## config.mk

```make
export PLATFORM = sky130hd
export DESIGN_NAME = mem_wb_stage
export DESIGN_NICKNAME = d
export VERILOG_FILES = /design/src/rtl/mem_wb_stage.sv
export SDC_FILE = /design/constraint.sdc
export NUM_CORES = 1
export LEC_CHECK = 0
export BUFFER_PORTS_ARGS = -buffer_cell sky130_fd_sc_hd__buf_2
export CORE_MARGIN = 3
export CORE_UTILIZATION = 50
export CTS_BUF_LIST = sky130_fd_sc_hd__clkbuf_8
export DETAILED_ROUTE_END_ITERATION = 8
export GPL_TIMING_DRIVEN = 0
export PLACE_DENSITY = 0.82
export RECOVER_POWER = 25
export REMOVE_ABC_BUFFERS = 1
export SKIP_CTS_REPAIR_TIMING = 1
export SLEW_MARGIN = 0
export SYNTH_ARGS = -nofsm -noshare
export SYNTH_HDL_FRONTEND = slang
export SYNTH_SLANG_ARGS = --single-unit
```

## constraint.sdc

```tcl
create_clock -name clk -period 1.46 [get_ports clk]
set_input_delay 0.292 -clock clk [delete_from_list [all_inputs] [get_ports clk]]
set_output_delay 0.292 -clock clk [all_outputs]
set_load 0.02 [all_outputs]
```

## src/rtl/mem_wb_stage.sv

```systemverilog
// MEM->WB pipeline stage with valid/ready handshake, a one-entry skid buffer,
// flush, and the writeback result mux.
// The main slot drives the WB outputs. The skid slot catches the one entry that
// arrives while WB is stalled. Because of this, in_ready is a plain register
// and has no combinational path from out_ready.
module mem_wb_stage #(
    parameter int DATA_W     = 32,
    parameter int REG_ADDR_W = 5,
    parameter int SRC_W      = 2
) (
    input  logic                  clk,
    input  logic                  rst_n,
    input  logic                  flush,
    input  logic                  in_valid,
    output logic                  in_ready,
    input  logic                  RegWriteM,
    input  logic [SRC_W-1:0]      ResultSrcM,
    input  logic [DATA_W-1:0]     ALUResultM,
    input  logic [DATA_W-1:0]     ReadDataM,
    input  logic [REG_ADDR_W-1:0] RdM,
    input  logic [DATA_W-1:0]     PCPlus4M,
    output logic                  out_valid,
    input  logic                  out_ready,
    output logic                  RegWriteW,
    output logic [SRC_W-1:0]      ResultSrcW,
    output logic [DATA_W-1:0]     ALUResultW,
    output logic [DATA_W-1:0]     ReadDataW,
    output logic [REG_ADDR_W-1:0] RdW,
    output logic [DATA_W-1:0]     PCPlus4W,
    output logic [DATA_W-1:0]     ResultW
);

    // Main slot
    logic                  r_main_valid;
    logic                  r_main_regwrite;
    logic [SRC_W-1:0]      r_main_src;
    logic [DATA_W-1:0]     r_main_alu;
    logic [DATA_W-1:0]     r_main_read;
    logic [REG_ADDR_W-1:0] r_main_rd;
    logic [DATA_W-1:0]     r_main_pc4;

    // Skid slot
    logic                  r_skid_valid;
    logic                  r_skid_regwrite;
    logic [SRC_W-1:0]      r_skid_src;
    logic [DATA_W-1:0]     r_skid_alu;
    logic [DATA_W-1:0]     r_skid_read;
    logic [REG_ADDR_W-1:0] r_skid_rd;
    logic [DATA_W-1:0]     r_skid_pc4;

    logic w_accept;
    logic w_fire;
    logic w_main_free;

    assign in_ready    = ~r_skid_valid;
    assign w_accept    = in_valid & ~r_skid_valid;
    assign w_fire      = r_main_valid & out_ready;
    assign w_main_free = ~r_main_valid | w_fire;

    // Main slot: refill from the skid slot first (this keeps entries in order),
    // otherwise take the incoming entry.
    always_ff @(posedge clk or negedge rst_n) begin
        if (!rst_n) begin
            r_main_valid    <= 1'b0;
            r_main_regwrite <= 1'b0;
            r_main_src      <= '0;
            r_main_alu      <= '0;
            r_main_read     <= '0;
            r_main_rd       <= '0;
            r_main_pc4      <= '0;
        end else if (flush) begin
            r_main_valid <= 1'b0;
        end else if (w_main_free) begin
            if (r_skid_valid) begin
                r_main_valid    <= 1'b1;
                r_main_regwrite <= r_skid_regwrite;
                r_main_src      <= r_skid_src;
                r_main_alu      <= r_skid_alu;
                r_main_read     <= r_skid_read;
                r_main_rd       <= r_skid_rd;
                r_main_pc4      <= r_skid_pc4;
            end else if (w_accept) begin
                r_main_valid    <= 1'b1;
                r_main_regwrite <= RegWriteM;
                r_main_src      <= ResultSrcM;
                r_main_alu      <= ALUResultM;
                r_main_read     <= ReadDataM;
                r_main_rd       <= RdM;
                r_main_pc4      <= PCPlus4M;
            end else begin
                r_main_valid <= 1'b0;
            end
        end
    end

    // Skid slot: fills only when the main slot is held by a stalled consumer.
    // It drains into the main slot as soon as that slot frees up.
    always_ff @(posedge clk or negedge rst_n) begin
        if (!rst_n) begin
            r_skid_valid    <= 1'b0;
            r_skid_regwrite <= 1'b0;
            r_skid_src      <= '0;
            r_skid_alu      <= '0;
            r_skid_read     <= '0;
            r_skid_rd       <= '0;
            r_skid_pc4      <= '0;
        end else if (flush) begin
            r_skid_valid <= 1'b0;
        end else if (w_main_free) begin
            r_skid_valid <= 1'b0;
        end else if (w_accept) begin
            r_skid_valid    <= 1'b1;
            r_skid_regwrite <= RegWriteM;
            r_skid_src      <= ResultSrcM;
            r_skid_alu      <= ALUResultM;
            r_skid_read     <= ReadDataM;
            r_skid_rd       <= RdM;
            r_skid_pc4      <= PCPlus4M;
        end
    end

    assign out_valid  = r_main_valid;
    assign RegWriteW  = r_main_regwrite & r_main_valid;
    assign ResultSrcW = r_main_src;
    assign ALUResultW = r_main_alu;
    assign ReadDataW  = r_main_read;
    assign RdW        = r_main_rd;
    assign PCPlus4W   = r_main_pc4;

    // Writeback mux. Encoding 11 and any wider unused codes select zero.
    always_comb begin
        ResultW = '0;
        if (r_main_src == SRC_W'(0))
            ResultW = r_main_alu;
        else if (r_main_src == SRC_W'(1))
            ResultW = r_main_read;
        else if (r_main_src == SRC_W'(2))
            ResultW = r_main_pc4;
    end

endmodule

```

==> impl_metrics.tcl <==
set metrics [dict create \
    synth_seq_cells 210 \
    core_area_mm2 0.01959 \
    clock_latency_ps 510 \
    first_pass_iters 4 \
    worstSetupEndpointType "primary output" \
    route.met3.wl_mm 2.466 \
    multi_input_area_mm2 0.004900 \
    port_buffers 246 \
    yosysWarnings 0 \
    m1WireLength_mm 12.70 \
    status "finished with violations" \
    wl_per_cell_um 24.17 \
    fin_util_pct 74.85 \
    ys_top_cells_by_area "dfrtp_1, mux2_2, mux2_4" \
    period_needed_ps 2222 \
    syn_avg_cell_area_um2 14.86 \
    critPathLaunchType "register" \
    p_sw_share_pct 32.16 \
    hpwl_mm 14.44 \
    async_flop_share_pct 100.0 \
    antenna_found_initial 1 \
    via_per_inst 5.508 \
    finalPower_w 0.01998 \
    area_growth_syn_to_layout_pct 46.45 \
    skew_ps 21.74 \
    setup_viol 244 \
    ant_nets 0 \
    die-area_mm2 0.02176 \
    cts-root-buf "clkbuf_8" \
    cts_buffers 37 \
    min_path_type "in -> reg" \
    place_ws_ps -1464 \
    die_x_um 147.5 \
    p_sw_w 0.006425 \
    synthFlopType "dfrtp_1" \
    wl_mm 32.06 \
    synth.distinct_cells 22 \
    cts_tree "done" \
    syn_inst 674 \
    highest_layer "met4" \
    synth_top_area_share_pct 52.48 \
    clk_pin_slew_ps 60 \
    cts-htree-levels 2 \
    finalHoldViolCount 0 \
    synth_area_mm2 0.01001 \
    met2_length_mm 15.67 \
    cts_buffer_depth 3 \
    grt_max_degree 109 \
    ys_seq_area_share_pct 52.48 \
    maxCapViolations 0 \
    die_y_um 147.5 \
    synth_most_common_cell "mux2_2" \
    synth-edff-count 0 \
    min_period_over_period_pct 152.2 \
    powerDensity_mw_per_mm2 1362 \
    p_leak_nw 7.180 \
    power.internal_w 0.01355 \
    crit_fanout 5 \
    grt_usage_pct 19.94 \
    arrival_ps 1930 \
    grt_pass1_vias 6746 \
    grt_pass1_wl_mm 35.36 \
    rsz0062_at_grt "yes" \
    synth_commonest_cells "mux2_2, dfrtp_1, mux2_4" \
    drc 0 \
    slew_violations 0 \
    violations "setup timing" \
    worst_pin_slew_ps 1480 \
    initial_utilization_pct 51.11 \
    seqPwrFrac_pct 40.5 \
    setup_tns_ps -80940 \
    core.rowCount 51 \
    synth.largest_area_cell "dfrtp_1" \
    pwr-share-clk_pct 27.2 \
    path_class "reg -> out" \
    slew_headroom_pct 1.355 \
    fmax_mhz 450.0 \
    gp_congestion 0.7208 \
    comb_power_share_pct 32.2 \
    cts_sinks 210 \
    ff_latch_area_mm2 0.005268 \
    drive_gt1_share_pct 73.56 \
    dr.first_iter.drc_count 399 \
    fillers 1112 \
    worst_ir_drop_vdd_v 0.0009997 \
    grt_overflow 0 \
    cp.required_ps 1170 \
    via_count 7304 \
    postLayoutSetupSlackWorst_ps -762.0 \
    io_pins 247 \
    nets 1147 \
]
[kinds of logic after synthesis]
family | synth area share (%)
multiplexers | 40.53
flip-flops | 52.48
buffers and inverters | 3.399
AND/OR/NAND/NOR | 1.937
AO/OA/AOI/OAI | 1.649
[cells in the final DEF, fill, tap and decap left out, types with 2 or more instances in the layout]
cell           count
buf_2            209
dfrtp_1          206
mux2_2           173
mux2_4           136
buf_6             59
clkbuf_8          50
buf_4             36
mux2i_1           32
clkbuf_16         26
nand2_2           19
o21ai_1           17
o21ai_2           14
buf_12            14
buf_16            13
inv_1              9
nand2_1            8
buf_8              8
nand2_4            5
dfrtp_4            3
mux2_1             3
diode_2            2
nor2b_4            2
nor2_4             2
nand3_4            2
dlygate4sd3_1      2
clkbuf_4           2
[state kept, by name, summed over array words and instances, names as in the netlist]
signal           flops
ALUResultW          32
PCPlus4W            32
RdW                  5
ReadDataW           32
ResultSrcW           2
out_valid            1
r_main_regwrite      1
r_skid_alu          32
r_skid_pc4          32
r_skid_rd            5
r_skid_read         32
r_skid_regwrite      1
r_skid_src           2
r_skid_valid         1
[worst paths after layout]
path / depth (start not counted) / start / to / slack (ps)
hold / removal: 2 / PCPlus4M[23] / r_skid_pc4[23] / 20
setup / recovery: 7 / ResultSrcW[0] / ResultW[10] / -760
hold reg to reg: 1 / r_skid_rd[0] / r_skid_rd[0] / 500
min in group asynchronous: 1 / rst_n / r_skid_valid / 110
max in group asynchronous: 2 / rst_n / PCPlus4W[15] / 140
setup reg to reg: 7 / r_skid_valid / ReadDataW[28] / -400
[layout make-up]
cell class | instances | area share [%]
multi-input cells | 419 | 33.41
well taps | 265 | 2.261
repair buffers | 369 | 23.35
inverters | 1 | 0.05973
flip-flops and latches | 210 | 35.92
diodes | 2 | 0.03413
clock inverters | 10 | 0.2645
clock buffers | 50 | 4.693
[per-stage QoR]
stage	hold WS, ps	std cells	cell area (um^2)
after floorplan	-3.591	629	9677
after global placement	480.7	1140	11240
after detailed placement	379.9	1152	11570
after CTS	-181.7	1212	12290
after global routing	1.142	1324	14660
final	19.83	1326	14660
[power groups by stage]
stage	clock (W)	sequential [W]	combinational (W)
2_1_floorplan	0	0.00857	0.00249
3_3_place_gp	0	0.00810	0.00455
3_5_place_dp	0	0.00812	0.00477
4_1_cts	0.00548	0.00805	0.00478
5_1_grt	0.00578	0.00823	0.00677
6_report	0.00544	0.00810	0.00644
[layer usage]
| metal | global-route usage [%] | vias to the layer above |
|---|---|---|
| met5 | 0 | - |
| met4 | 5.965 | 0 |
| met3 | 4.844 | 76 |
| met2 | 33.65 | 319 |
| met1 | 25.70 | 3752 |
| li1 | - | 3157 |
[worst max-delay path: stages, from the launching register on]
cell and delay (ps):
dfrtp_4 480, buf_12 140, nor2b_4 120, buf_6 150, clkbuf_16 170, nand2_2 50, o21ai_1 110, buf_4 180
Note: power is estimated with default switching activity, not from simulation.
